===== src/rtl/sam_vram_pkg.sv =====
// sam_vram_pkg: shared types and helpers for the VRAM fetch arbiter.
// Holds the FSM encoding, default widths and byte-enable mapping.
package sam_vram_pkg;

  localparam int SAM_AW = 19;
  localparam int SAM_DW = 16;

  typedef enum logic [1:0] {
    ST_IDLE,
    ST_V1,
    ST_V2,
    ST_CPU
  } fetch_st_t;

  function automatic logic [1:0] be_map(
    input logic we,
    input logic a0
  );
    return we ? {a0, ~a0} : 2'b11;
  endfunction

endpackage


===== src/rtl/sam_toggle_detect.sv =====
// sam_toggle_detect: flags any level change of a toggle request line.
// Reset re-arms the history to the current level, so no edge leaks out.
module sam_toggle_detect (
  input  logic CLK_VIDEO,
  input  logic reset,
  input  logic i_lvl,
  output logic o_edge
);

  logic r_prev;

  always_ff @(posedge CLK_VIDEO) begin
    r_prev <= i_lvl;
  end

  assign o_edge = ~reset & (i_lvl ^ r_prev);

endmodule


===== src/rtl/sam_vram_fetch.sv =====
// sam_vram_fetch: video word-pair fetch and CPU byte access on one port.
// Optional saturating overrun counter: define SAM_VRAM_OVERRUN_CNT_EN.
module sam_vram_fetch
  import sam_vram_pkg::*;
#(
  parameter int AW = SAM_AW,
  parameter int DW = SAM_DW
) (
  input  logic          CLK_VIDEO,
  input  logic          reset,
  input  logic          vram_rd,
  input  logic [AW-1:0] vram_addr1,
  input  logic [AW-1:0] vram_addr2,
  output logic [DW-1:0] vram_dout1,
  output logic [DW-1:0] vram_dout2,
  input  logic          cpu_req,
  input  logic          cpu_we,
  input  logic [AW-1:0] cpu_addr,
  input  logic [7:0]    cpu_din,
  output logic [7:0]    cpu_dout,
  output logic          cpu_done,
  output logic          mem_req,
  output logic          mem_we,
  output logic [1:0]    mem_be,
  output logic [AW-2:0] mem_addr,
  output logic [DW-1:0] mem_din,
  input  logic [DW-1:0] mem_dout,
  input  logic          mem_ack,
  output logic          overrun
`ifdef SAM_VRAM_OVERRUN_CNT_EN
  ,
  input  logic          cpu_clr_cnt,
  output logic [7:0]    overrun_cnt
`endif
);

  logic          w_vedge;
  logic          w_ack;
  logic          w_vbusy;
  logic          w_unused;

  fetch_st_t     r_st;
  logic          r_vpend;
  logic          r_cpend;
  logic          r_busy;
  logic          r_cwe;
  logic [AW-2:0] r_a1;
  logic [AW-2:0] r_a2;
  logic [AW-2:0] r_ca2;
  logic [AW-1:0] r_caddr;
  logic [7:0]    r_cdin;
  logic [DW-1:0] r_w1;

  sam_toggle_detect u_tog (
    .CLK_VIDEO (CLK_VIDEO),
    .reset     (reset),
    .i_lvl     (vram_rd),
    .o_edge    (w_vedge)
  );

  // mem_req is registered, so an ack in the request cycle is not ours.
  assign w_ack    = mem_ack & r_busy & ~mem_req;
  assign w_vbusy  = (r_st == ST_V1) | (r_st == ST_V2);
  assign w_unused = &{1'b0, vram_addr1[0], vram_addr2[0]};

  always_ff @(posedge CLK_VIDEO) begin
    if (reset) begin
      r_st       <= ST_IDLE;
      r_vpend    <= 1'b0;
      r_cpend    <= 1'b0;
      r_busy     <= 1'b0;
      r_cwe      <= 1'b0;
      r_a1       <= '0;
      r_a2       <= '0;
      r_ca2      <= '0;
      r_caddr    <= '0;
      r_cdin     <= '0;
      r_w1       <= '0;
      vram_dout1 <= '0;
      vram_dout2 <= '0;
      cpu_dout   <= '0;
      cpu_done   <= 1'b0;
      mem_req    <= 1'b0;
      mem_we     <= 1'b0;
      mem_be     <= '0;
      mem_addr   <= '0;
      mem_din    <= '0;
      overrun    <= 1'b0;
    end else begin
      mem_req  <= 1'b0;
      cpu_done <= 1'b0;
      if (w_ack)
        r_busy <= 1'b0;
      if (w_vedge && w_vbusy)
        overrun <= 1'b1;
      if (cpu_req && !r_cpend) begin
        r_cpend <= 1'b1;
        r_cwe   <= cpu_we;
        r_caddr <= cpu_addr;
        r_cdin  <= cpu_din;
      end

      unique case (r_st)
        ST_IDLE: begin
          if (r_vpend) begin
            r_st     <= ST_V1;
            r_vpend  <= 1'b0;
            r_ca2    <= r_a2;
            r_busy   <= 1'b1;
            mem_req  <= 1'b1;
            mem_we   <= 1'b0;
            mem_be   <= be_map(1'b0, 1'b0);
            mem_addr <= r_a1;
          end else if (r_cpend) begin
            r_st     <= ST_CPU;
            r_busy   <= 1'b1;
            mem_req  <= 1'b1;
            mem_we   <= r_cwe;
            mem_be   <= be_map(r_cwe, r_caddr[0]);
            mem_addr <= r_caddr[AW-1:1];
            mem_din  <= {(DW/8){r_cdin}};
          end
        end
        ST_V1: begin
          if (w_ack) begin
            r_st     <= ST_V2;
            r_w1     <= mem_dout;
            r_busy   <= 1'b1;
            mem_req  <= 1'b1;
            mem_addr <= r_ca2;
          end
        end
        ST_V2: begin
          if (w_ack) begin
            vram_dout1 <= r_w1;
            vram_dout2 <= mem_dout;
            if (r_vpend) begin
              r_st     <= ST_V1;
              r_vpend  <= 1'b0;
              r_ca2    <= r_a2;
              r_busy   <= 1'b1;
              mem_req  <= 1'b1;
              mem_we   <= 1'b0;
              mem_be   <= be_map(1'b0, 1'b0);
              mem_addr <= r_a1;
            end else if (r_cpend) begin
              r_st     <= ST_CPU;
              r_busy   <= 1'b1;
              mem_req  <= 1'b1;
              mem_we   <= r_cwe;
              mem_be   <= be_map(r_cwe, r_caddr[0]);
              mem_addr <= r_caddr[AW-1:1];
              mem_din  <= {(DW/8){r_cdin}};
            end else begin
              r_st <= ST_IDLE;
            end
          end
        end
        ST_CPU: begin
          if (w_ack) begin
            r_st     <= ST_IDLE;
            r_cpend  <= 1'b0;
            cpu_done <= 1'b1;
            if (!r_cwe)
              cpu_dout <= r_caddr[0] ? mem_dout[DW-1 -: 8]
                                     : mem_dout[7:0];
          end
        end
      endcase

      // Newest edge wins over the clear of an issued request.
      if (w_vedge) begin
        r_vpend <= 1'b1;
        r_a1    <= vram_addr1[AW-1:1];
        r_a2    <= vram_addr2[AW-1:1];
      end
    end
  end

`ifdef SAM_VRAM_OVERRUN_CNT_EN
  always_ff @(posedge CLK_VIDEO) begin
    if (reset || cpu_clr_cnt)
      overrun_cnt <= '0;
    else if (w_vedge && w_vbusy && overrun_cnt != 8'hFF)
      overrun_cnt <= overrun_cnt + 8'd1;
  end
`endif

endmodule


===== config.mk =====
export PLATFORM = sky130hd
export DESIGN_NAME = sam_vram_fetch
export DESIGN_NICKNAME = d
export VERILOG_FILES = /design/src/rtl/sam_vram_pkg.sv /design/src/rtl/sam_toggle_detect.sv /design/src/rtl/sam_vram_fetch.sv
export SDC_FILE = /design/constraint.sdc
export NUM_CORES = 1
export LEC_CHECK = 0
export CAP_MARGIN = 5
export CORE_ASPECT_RATIO = 0.8
export CORE_MARGIN = 1
export CORE_UTILIZATION = 35
export CTS_CLUSTER_DIAMETER = 60
export DETAILED_ROUTE_END_ITERATION = 8
export HOLD_SLACK_MARGIN = 0.06
export MAX_ROUTING_LAYER = met4
export PLACE_DENSITY = 0.59
export SLEW_MARGIN = 20
export SYNTH_ARGS = -nofsm -noshare
export SYNTH_HDL_FRONTEND = slang
export SYNTH_SLANG_ARGS = --single-unit

===== constraint.sdc =====
create_clock -name CLK_VIDEO -period 2 [get_ports CLK_VIDEO]
set_clock_uncertainty 0.1 [all_clocks]
set_input_delay 0.3 -clock CLK_VIDEO [delete_from_list [all_inputs] [get_ports CLK_VIDEO]]
set_output_delay 0.3 -clock CLK_VIDEO [all_outputs]
set_load 0.01 [all_outputs]

==> results.toml <==
[cells_and_area]
final_nets = 1045
area_growth_pct = 36.5
multi_input_area_um2 = 3240
drive_gt1_share_pct = 10.0
seq_area_um2 = 3520
num-fill-cells = 1938

[yosys]
synth_warnings = 0
synth_top_flop_cell = "dfxtp_1"
yosysSeqAreaShare_pct = 49.6
ys_types = 46
synth.avg_cell_area_um2 = 8.79
synth_area_um2 = 7100
synth_cells = 808
ys_ff_latch = 176
syn-num-nets = 899
synth_edf_count = 0
async_flop_share_pct = 0

[worst_hold_path]
min_path_type = "in2reg"

[worst_setup_path]
rrSetupSlack_ns = 0.09
cp.required_ns = 2.24
cp_max_fo = 8
arrival_ns = 2.15
worstSetupEndpointType = "flop"
start_kind = "flop"
setup.worst_path.class = "reg2reg"

[power]
p_sw_share_pct = 30.7
ir_drop_v = 0.000519
p_sw_mw = 2.99
pwr-share-clk_pct = 33.1
powerDensity_nw_per_um2 = 1010
seqPwrFrac_pct = 41.6
p_int_mw = 6.76
leakage_nw = 3.60
power_mw = 9.75
power_frac_comb_pct = 25.3

[drt]
drt_iter0_drc = 375
final_antenna_net_count = 0
drt-total-wl_mm = 19.1
vias = 5917
firstDrtPassIters = 5
viasPerCell = 4.81
drc = 0
wl_per_cell_um = 15.5

[placement]
routabilityCongestion = 0.831
portBuffers = 164
dpl.hpwl_mm = 13.3

[floorplanning]
initial_utilization_pct = 35.8
dieWidth_um = 161
die_y_um = 129
core.rowCount = 46
num_io_pins = 167
die_area_um2 = 20900
core_area_um2 = 19900

[global_route]
track_usage_pct = 19.3
grt_pass1_wl_mm = 30.0
grt_max_degree = 90
overflow = 0
antenna_found_initial = 1
grt_pass1_vias = 5381

[sta]
rsz0062_at_grt = "false"
timing.final.crit_share_pct = 95.4
drv_slew = 0
relSlewSlack_pct = 71.3
final-hold-violation-count = 0
setup_tns_ns = 0
tightest_slew_ns = 0.430
setup_viol = 0
fmax_ghz = 0.524
min_period_ns = 1.91

[job]
max_cap_viol_count = 0

[clock_network]
cts_root_buf = "clkbuf_16"
cts_made_buffers = 17
htree_levels = 4
cts_num_sinks = 176
cts_buffer_depth = 2
post_cts_buffers = 0
cts_tree = "done"
clk_pin_slew_ns = 0.07
clkLatencyLatePin_ns = 0.43

[status]
status = "finished, final reports clean"
==> flip-flops by register name (all words and copies together) (netlist names), 2 cells and up <==
| register | cells |
|---|---|
| mem_din | 8 |
| r_ca2 | 18 |
| r_st | 2 |
| r_w1 | 16 |
| r_caddr | 19 |
| vram_dout1 | 16 |
| r_a1 | 18 |
| mem_addr | 18 |
| vram_dout2 | 16 |
| mem_be | 2 |
| r_cdin | 8 |
| r_a2 | 18 |
| cpu_dout | 8 |
==> cells in the mapped netlist, drive strengths merged (2+ instances only) <==
master  instances  area [um2]
o211ai         18         135
nor2b           4        25.0
ha              4        50.1
nor3            3        15.0
nand3          17        85.1
nand4b          2        17.5
nor3b          18         135
mux2           20         225
inv             9        33.8
mux2i          51         510
a211oi          8        60.1
and4b           2        20.0
nand2         223         837
o211a           2        20.0
dfxtp         176        3520
o21ai          19        95.1
a221oi          2        17.5
nand3b          2        27.5
nand2b         21         131
nor2            6        22.5
o221ai          2        17.5
a21o           19         143
buf            30         188
a21oi          91         455
clkbuf         43         161
==> worst max-delay path, cell delays in order (launching register included) <==
cell and delay (ns):
dfxtp_1 0.42, ha_2 0.29, nand4b_1 0.29, buf_4 0.26
a21o_1 0.18, a221oi_1 0.27
==> cells by family (layout without fill, tap and decap cells) <==
kind of cell / after synthesis / count (layout) / synth area share (%)
and+or+nand+nor: 303 / 303 / 19.0
AOI/OAI and AO/OA: 171 / 171 / 14.7
muxes: 71 / 71 / 10.4
xor gates and xnor gates: 1 / 1 / 0.123
DFF: 176 / 176 / 49.6
other: 0 / 1 / 0
buffers and inverters: 82 / 240 / 5.39
adders and majority gates: 4 / 4 / 0.705
==> final timing paths <==
check / cells after the start / to / start
hold / removal: 4 / r_cpend$_SDFF_PP0_ / reset
setup reg to reg: 5 / mem_be[0]$_SDFFE_PP0P_ / r_st[1]$_SDFFE_PP0P_
hold reg to reg: 2 / vram_dout1[9]$_SDFFE_PP0P_ / r_w1[9]$_SDFFE_PP0P_
setup / recovery: 5 / mem_be[0]$_SDFFE_PP0P_ / r_st[1]$_SDFFE_PP0P_
==> power groups by stage <==
stage	Sequential (mW)	Clock, mW	Combinational (mW)
2_1_floorplan	4.14	0	1.39
3_5_place_dp	4.13	0	2.47
4_1_cts	4.05	3.31	2.48
5_1_grt	4.09	3.46	2.68
3_3_place_gp	4.12	0	2.47
6_report	4.05	3.23	2.47
==> cell type report <==
type / instances / area share [%]
Sequential cell: 176 / 36.3
Multi-Input combinational cell: 550 / 33.4
Timing Repair Buffer: 200 / 20.6
Clock buffer: 17 / 4.39
Tap cell: 264 / 3.41
Clock inverter: 14 / 1.48
Inverter: 9 / 0.361
Antenna cell: 1 / 0.0258
==> stage by stage <==
| stage | util (%) | instances | worst slack, ns | instance area, um2 | hold WS (ns) |
|---|---|---|---|---|---|
| after floorplan | - | 808 | 0.0452 | 7100 | 0.228 |
| after global placement | 45.9 | 1199 | 0.00915 | 9110 | 0.339 |
| after detailed placement | 45.9 | 1199 | -0.0129 | 9110 | 0.344 |
| after CTS | 48.8 | 1230 | 0.0736 | 9680 | 0.251 |
| after global routing | 48.8 | 1231 | 0.0114 | 9690 | 0.296 |
| final | 48.8 | 1231 | 0.0927 | 9690 | 0.287 |
==> layer usage <==
layer | GRT usage (%) | vias up | share of wire [%]
li1 | - | 3018 | -
met1 | 28.7 | 2746 | 52
met2 | 25.9 | 141 | 42
met3 | 3.87 | 12 | 4.9
met4 | 4.94 | 0 | 0.73
met5 | - | - | 0
==> repair_timing <==
item | CTS | global route
gates resized for setup | 0 | 2
setup endpoints to repair | 0 | 7
hold buffers | 0 | 0
==> placed cells by master (no fill, tap or decap), drive strengths merged, types with 3 or more instances in the layout <==
cell type | Yosys | final
nor3 | 3 | 3
mux2 | 20 | 20
o21ai | 19 | 19
nand2b | 21 | 21
nor2 | 6 | 6
nand3 | 17 | 17
a211oi | 8 | 8
clkinvlp | 0 | 3
clkinv | 0 | 4
o211ai | 18 | 18
nor3b | 18 | 18
clkbuf | 43 | 17
nor2b | 4 | 4
dfxtp | 176 | 176
a21o | 19 | 19
nand2 | 223 | 223
inv | 9 | 16
ha | 4 | 4
buf | 30 | 37
mux2i | 51 | 51
a21oi | 91 | 91
clkdlybuf4s50 | 0 | 163
Power figures use the tool's default switching activity.
